<file path="src/rtl/bird_flight_ctrl.sv">
// bird_flight_ctrl: debounced flap key to tick-paced fly/gravity strobes for the bird height FSM
module bird_flight_ctrl #(
    parameter int TICK_DIV  = 8,
    parameter int FLAP_ROWS = 3,
    parameter int DB_CYCLES = 4
) (
    input  logic clock,
    input  logic reset,
    input  logic key,
    input  logic mode,
    input  logic game_over,
    output logic fly,
    output logic gravity,
    output logic flapping
);
    localparam int TW = $clog2(TICK_DIV);
    localparam int DW = $clog2(DB_CYCLES + 1);
    localparam logic [TW-1:0] TICK_MAX = TW'(TICK_DIV - 1);
    localparam logic [DW-1:0] DB_MAX = DW'(DB_CYCLES - 1);

    typedef enum logic [1:0] {START, RUN, FLAP, OVER} state_t;

    state_t state, state_n;
    logic key_s1, key_s2, key_db, key_db_q;
    logic [DW-1:0] db_cnt;
    logic [TW-1:0] cnt, cnt_n;
    logic [3:0] rows_left, rows_n;
    logic fly_n, gravity_n, start_flap;
    logic press, tick, hold_up;

    assign press   = key_db & ~key_db_q;
    assign tick    = cnt == TICK_MAX;
    assign hold_up = mode & key_db;

    // two-flop synchronizer, then accept a new key level only after DB_CYCLES consecutive differing samples
    always_ff @(posedge clock or posedge reset) begin
        if (reset) begin
            key_s1   <= 1'b0;
            key_s2   <= 1'b0;
            key_db   <= 1'b0;
            key_db_q <= 1'b0;
            db_cnt   <= '0;
        end else begin
            key_s1   <= key;
            key_s2   <= key_s1;
            key_db_q <= key_db;
            if (key_s2 == key_db) begin
                db_cnt <= '0;
            end else if (db_cnt == DB_MAX) begin
                key_db <= key_s2;
                db_cnt <= '0;
            end else begin
                db_cnt <= db_cnt + DW'(1);
            end
        end
    end

    // state, pacing counters and registered strobes
    always_ff @(posedge clock or posedge reset) begin
        if (reset) begin
            state     <= START;
            cnt       <= '0;
            rows_left <= '0;
            fly       <= 1'b0;
            gravity   <= 1'b0;
            flapping  <= 1'b0;
        end else begin
            state     <= state_n;
            cnt       <= cnt_n;
            rows_left <= rows_n;
            fly       <= fly_n;
            gravity   <= gravity_n;
            flapping  <= state_n == FLAP;
        end
    end

    // next state; strobes look ahead at the next counter value so each one lands on the edge its tick begins
    always_comb begin
        state_n    = state;
        cnt_n      = tick ? '0 : cnt + TW'(1);
        rows_n     = rows_left;
        start_flap = 1'b0;
        case (state)
            START, OVER: begin
                cnt_n = '0;
                if (press) begin
                    state_n    = mode ? RUN : FLAP;
                    start_flap = !mode;
                end
            end
            RUN: start_flap = press && !mode;
            FLAP: begin
                if (mode) begin
                    state_n = RUN;
                end else if (press) begin
                    start_flap = 1'b1;
                end else if (tick) begin
                    rows_n = rows_left - 4'd1;
                    if (rows_left == 4'd1) state_n = RUN;
                end
            end
            default: state_n = START;
        endcase
        if (start_flap) begin
            state_n = FLAP;
            cnt_n   = TICK_MAX;
            rows_n  = 4'(FLAP_ROWS);
        end
        if (game_over) begin
            state_n = OVER;
            cnt_n   = '0;
        end
        fly_n     = cnt_n == TICK_MAX && (state_n == FLAP || (state_n == RUN && hold_up));
        gravity_n = cnt_n == TICK_MAX && state_n == RUN && !hold_up;
    end
endmodule

</file>
<file path="config.mk">
export PLATFORM = sky130hd
export DESIGN_NAME = bird_flight_ctrl
export DESIGN_NICKNAME = d
export VERILOG_FILES = /design/src/rtl/bird_flight_ctrl.sv
export SDC_FILE = /design/constraint.sdc
export NUM_CORES = 1
export LEC_CHECK = 0
export CAP_MARGIN = 5
export CELL_PAD_IN_SITES_DETAIL_PLACEMENT = 0
export CELL_PAD_IN_SITES_GLOBAL_PLACEMENT = 1
export CORE_MARGIN = 3
export CORE_UTILIZATION = 29
export DETAILED_ROUTE_END_ITERATION = 16
export DONT_BUFFER_PORTS = 1
export PLACE_DENSITY = 0.53
export SLEW_MARGIN = 0
export SYNTH_ARGS = -nofsm -noshare
export SYNTH_HDL_FRONTEND = slang
export SYNTH_SLANG_ARGS = --single-unit
</file>
<file path="constraint.sdc">
create_clock -name clock -period 2.6 [get_ports clock]
set_input_delay 0.26 -clock clock [delete_from_list [all_inputs] [get_ports clock]]
set_output_delay 0.26 -clock clock [all_outputs]
set_load 0.005 [all_outputs]
</file>
==> metrics, run 1 <==
CP max stage cell or4b_1; # rows 20; Reg2Reg Setup Slack 0.63 ns; Clk Latency, worst-skew pair 0.30 ns; total track usage 9.62%; Detailed Routing Iterations Pass 1 4; share of layout cells above drive strength 1 6.67%; Mapped Area 942 sq um; final-layout fill cell count 313; final setup fails 0; status finished, final reports clean; Worst R2R End fly$_DFF_PP0_; CP top delay family adder cells; io pins 8; P_int 0.572 mW; Area growth syn-to-layout 11.0%; largest net degree at the start of global routing 20; most frequent cells in the layout 19 x dfrtp_1, 9 x inv_1, 7 x ha_1; Routed Antenna Nets 0; Post-synth top flop dfrtp_1; fmax 508 MHz; Seq pwr share 46.5%; clock share of power 17.3%; first-pass GRT wire length 2.94 mm; Vias 631; Mapped Cells 84; top-area cell type share of the netlist area 50.5%; number of nets in the layout 103; Max H-tree Level 1; Net Sw Power 0.325 mW; period utilization 75.7%; postcts setup bufs 0; DRT iter0 DRCs 25; worst setup path startpoint cnt[0]$_DFF_PP0_; Root Buffer clkbuf_4; RSZ-0062 raised after global routing no; wire length per cell 12.2 um; dpl hpwl 1.20 mm; CTS sink cnt 19; CP Data Arrival Time 2.20 ns; Worst Setup Start Kind register; multi-input logic area 422 sq um; CTS clk-pin slew, worst paths 0.11 ns; Starting Density 30.6%; #FFs+latches synth 19; Via density 4.71; Ys Warns 0; Worst path depth 6; ant diodes 0; Critical Path End Type register; Mapped Nets 96; grt total ovfl 0; Max Cap Viol 0; post-synth top area cell dfrtp_1; worst-path cell chain ha_1 > ha_1 > inv_1 > o41ai_2 > or4b_1 > mux2i_1; Rel. slew slack 53.2%; Pleak 0.492 nW; GP Congestion 0.707; logic gate share of total power 36.2%; Tot Pwr 0.896 mW; setup TNS 0 ns; Max Clock Skew 0.00258 ns; sw frac 36.2%; CP Max Fanout 3; # DRC 0; vias in the first global route 636; CP dominant cell by count ha_1; Die ar. 3970 sq um; CP Buf/Inv Count 1; Sequential cell area 475 sq um; CP max stage delay 0.47 ns; Tmin final 1.97 ns; critical path type reg -> reg; worst reg2reg path depth 6; R2R Path Start cnt[0]$_DFF_PP0_; Final Max Slew Viols 0; Setup crit end fly$_DFF_PP0_; Inserted Clock Buffers 3; Synth async-reset ratio 100%; PortBufs 0; most common cell after layout, fill and taps aside dfrtp_1; CTS tree done; final hold vios 0; count of unique library cells instantiated by Yosys 34; WP data required 2.83 ns; die width 63 um; die span in y 63 um; VDD IR max 0.389 mV; Core ar. 3080 sq um; PwrDens 857 nW/um^2; sequential fraction of the synthesis area 50.5%; worst min-delay path category in -> reg; initial antenna violation count 0; slew at the pin closest to its max-slew limit 0.702 ns; Post-synth EDFFs 0; routed wire length 1.64 mm; Clock Path Buffers 2; main area contributors after synthesis dfrtp_1 50%, ha_1 9.3%, xnor2_1 3.7%; synthesized area per cell 11.2 sq um
## cells by family after synthesis
kind of cell | synth area share, %
XOR/XNOR | 3.72
multiplexers | 2.26
buffers and inverters | 4.78
AND/OR/NAND/NOR | 19.4
AO/OA/AOI/OAI | 10.1
adder cells (fa/ha/maj) | 9.30
flip-flops | 50.5
## layer usage
layer	GRT usage (%)	wire length, um	up-vias
li1	-	-	312
met1	12.0	769	308
met2	14.6	772	9
met3	2.70	76	2
met4	5.79	17	0
met5	0	0	-
## cells in the mapped netlist (2+ instances only)
library cell and instances:
a21oi_1 3, and3_1 2, dfrtp_1 19, ha_1 7
inv_1 9, nand2_1 4, nand2b_1 4, nor2_1 4
nor3_1 3, nor3b_1 2, xnor2_1 4
## state kept, by name, summed over array words and instances (netlist names)
signal     count
rows_left      4
cnt            3
db_cnt         3
state          2
flapping       1
fly            1
gravity        1
key_db         1
key_db_q       1
key_s1         1
key_s2         1
## power groups by stage
stage                     Clock (mW)  Combinational, mW  Sequential [mW]
after floorplan                    0              0.272            0.409
after global placement             0              0.325            0.425
after detailed placement           0              0.322            0.425
after CTS                      0.168              0.328            0.419
after global routing           0.186              0.369            0.428
final                          0.155              0.324            0.417
## worst min path at each step
stage | from | endpoint | cells past startpoint
6_report | game_over | state[0]$_DFF_PP0_ | 1
5_1_grt | game_over | state[0]$_DFF_PP0_ | 1
2_1_floorplan | reset | cnt[0]$_DFF_PP0_ | 1
3_5_place_dp | key | key_s1$_DFF_PP0_ | 0
4_1_cts | game_over | state[0]$_DFF_PP0_ | 1
3_3_place_gp | key | key_s1$_DFF_PP0_ | 0
## what timing repair did
action / 4_1_cts / 5_1_grt
hold buffers: 3 / 0
resized for setup: 0 / 0
endpoints found under the hold margin: 24 / 0
## per-stage QoR
step | cells | utilization (%) | hold slack, ns | setup slack (ns) | area (sq um)
final | 134 | 34.0 | 0.0574 | 0.632 | 1050
after CTS | 134 | 34.0 | 0.0395 | 0.624 | 1050
after global placement | 127 | 32.0 | 0.291 | 0.658 | 986
after global routing | 134 | 34.0 | 0.0219 | 0.505 | 1050
after detailed placement | 127 | 32.0 | 0.291 | 0.651 | 986
after floorplan | 84 | - | 0.211 | 0.770 | 942
## final cells by class
cell class              count  share of cell area, %
well taps                  44                   5.26
multi-input cells          55                   40.3
inverters                   9                   3.23
clock buffers               3                   2.15
clock inverters             1                  0.718
repair buffers              3                   2.87
flip-flops and latches     19                   45.5
Power figures use the tool's default switching activity.
==> inputs of run 2 (changes only) <==
Settings changed: PLACE_DENSITY 0.53 to 0.55.
Clock period 2.6 ns to 1.66 ns, I/O delays scaled along.
==> run 2 against run 1 <==
The run now ends with setup timing left. First-iteration DRC count down 60%. Core utilization is 8.6 points higher. Sequential power grew 54%. Clock-buffer cell count is the same. Power grew 110%. Fmax grew 5.5%. Highest routed layer unchanged.
==> metrics, run 2 (synthesized netlist as in run 1, its figures left out) <==
status finished, violations left; failing checks setup timing; DRT iter0 DRCs 10; io pins 8; die span in y 63 um; Max Clock Skew 0.00786 ns; CP max stage cell or4b_1; Detailed Routing Iterations Pass 1 4; sw frac 34.5%; worst setup path startpoint state[0]$_DFF_PP0_; most common cell after layout, fill and taps aside buf_4; Area growth syn-to-layout 39.2%; Cell Area, Placed 1170 sq um; CTS clk-pin slew, worst paths 0.12 ns; CP Max Fanout 4; # DRC 0; VDD IR max 0.795 mV; Setup crit end fly$_DFF_PP0_; Net Sw Power 0.649 mW; CTS sink cnt 19; post-route cell area 1310 sq um; Reg2Reg Setup Slack -0.21 ns; slew at the pin closest to its max-slew limit 0.347 ns; vias in the first global route 716; ant diodes 0; Die ar. 3970 sq um; Core ar. 3080 sq um; worst-path cell chain inv_2 > ha_4 > nand2b_4 > o41ai_4 > or4b_1 > mux2i_1; Critical Path End Type register; initial antenna violation count 0; Routed Antenna Nets 0; dpl hpwl 1.46 mm; final hold vios 0; CTS tree done; CP Data Arrival Time 2.10 ns; Max H-tree Level 1; period utilization 112%; R2R Path Start state[0]$_DFF_PP0_; critical path type reg -> reg; Largest register FFs 4; setup ws final -0.206 ns; WP data required 1.89 ns; total track usage 10.9%; Final Max Slew Viols 0; routed wire length 1.88 mm; Max Cap Viol 0; Vias 697; Seq pwr share 34.1%; largest net degree at the start of global routing 20; worst min-delay path category in -> reg; # rows 20; logic gate share of total power 53.4%; Clock Path Buffers 2; setup TNS -0.565 ns; die width 63 um; PortBufs 0; CP max stage delay 0.47 ns; GP Congestion 0.748; final setup fails 4; first-pass GRT wire length 3.37 mm; Tmin final 1.87 ns; Root Buffer clkbuf_4; Starting Density 30.6%; Via density 4.44; PwrDens 1440 nW/um^2; grt total ovfl 0; registers with the most flip-flops rows_left: 4 flops, cnt: 3 flops, db_cnt: 3 flops; Pleak 0.621 nW; final-layout fill cell count 298; share of layout cells above drive strength 1 36.3%; Inserted Clock Buffers 3; number of nets in the layout 126; RSZ-0062 raised after global routing yes; Largest Register rows_left; Worst Setup Start Kind register; clock share of power 12.6%; P_int 1.23 mW; Rel. slew slack 76.6%; Clk Latency, worst-skew pair 0.30 ns; most frequent cells in the layout 23 x buf_4, 19 x dfrtp_1, 8 x inv_1; worst reg2reg path depth 6; Worst R2R End fly$_DFF_PP0_; fmax 536 MHz; wire length per cell 12.0 um
==> run 2: changes by cell type in the layout (fill, tap and decap cells not counted), sizes merged <==
cell      change
clkinv        +1
buf          +23
clkinvlp      -1
==> run 2: area by class of cell <==
| cell class | instances | area (sq um) | share of cell area, % |
|---|---|---|---|
| multi-input cells | 55 | 517 | 39.4 |
| repair buffers | 26 | 203 | 15.5 |
| clock buffers | 3 | 22.5 | 1.72 |
| clock inverters | 1 | 5.00 | 0.382 |
| flip-flops and latches | 19 | 475 | 36.3 |
| inverters | 9 | 33.8 | 2.58 |
| well taps | 44 | 55.1 | 4.20 |
==> run 2: metal layers <==
metal / global-route usage (%) / vias to the layer above / wire, um
met4: 2.48 / 0 / 19
li1: - / 354 / -
met1: 15.4 / 331 / 980
met3: 3.96 / 2 / 66
met5: 0 / - / 0
met2: 15.8 / 10 / 817
==> run 2: critical path, delay by kind of cell (launching register included) <==
kind / cells / cell delay (ns)
compound gates: 1 / 0.33
simple gates: 2 / 0.62
buf+inv: 1 / 0.08
flops: 1 / 0.42
fa+ha+maj: 1 / 0.21
mux: 1 / 0.13
==> run 2: metrics by stage <==
stage          instances  hold WS (ns)  worst slack (ns)  power (mW)  util (%)
2_1_floorplan         84         0.117           -0.0859        1.15         -
3_3_place_gp         147        0.0983            -0.221        1.49      38.0
3_5_place_dp         147         0.101            -0.222        1.49      38.0
4_1_cts              154        0.0258            -0.214        1.82      41.3
5_1_grt              157        0.0245            -0.282        2.04      42.6
6_report             157        0.0398            -0.206        1.88      42.6
==> run 2: worst min-delay path by stage <==
stage | slack, ns | to | start | depth (start not counted)
3_5_place_dp | 0.10 | key_db$_DFFE_PP0P_ | reset | 2
2_1_floorplan | 0.12 | cnt[0]$_DFF_PP0_ | reset | 1
6_report | 0.04 | fly$_DFF_PP0_ | game_over | 2
3_3_place_gp | 0.1 | key_db$_DFFE_PP0P_ | reset | 2
4_1_cts | 0.03 | fly$_DFF_PP0_ | game_over | 2
5_1_grt | 0.02 | fly$_DFF_PP0_ | game_over | 2
==> run 2: power by group through the flow <==
stage,clock [mW],combinational [mW],sequential (mW)
after floorplan,0,0.493,0.653
after global placement,0,0.838,0.653
after detailed placement,0,0.833,0.656
after CTS,0.259,0.914,0.645
after global routing,0.274,1.11,0.660
final,0.237,1.00,0.641
==> run 2: what timing repair did <==
action	in CTS	in global routing
hold buffers	3	0
pin swaps	2	2
resized for setup	6	3
endpoints found under the setup margin	4	4
buffers inserted	1	3
hold endpoints to repair	25	0
==> inputs of run 3 (changes only) <==
Settings changed: SLEW_MARGIN 0 to not set.
==> results of run 3 <==
Final layout, timing and power as in run 2 (identical DEF).
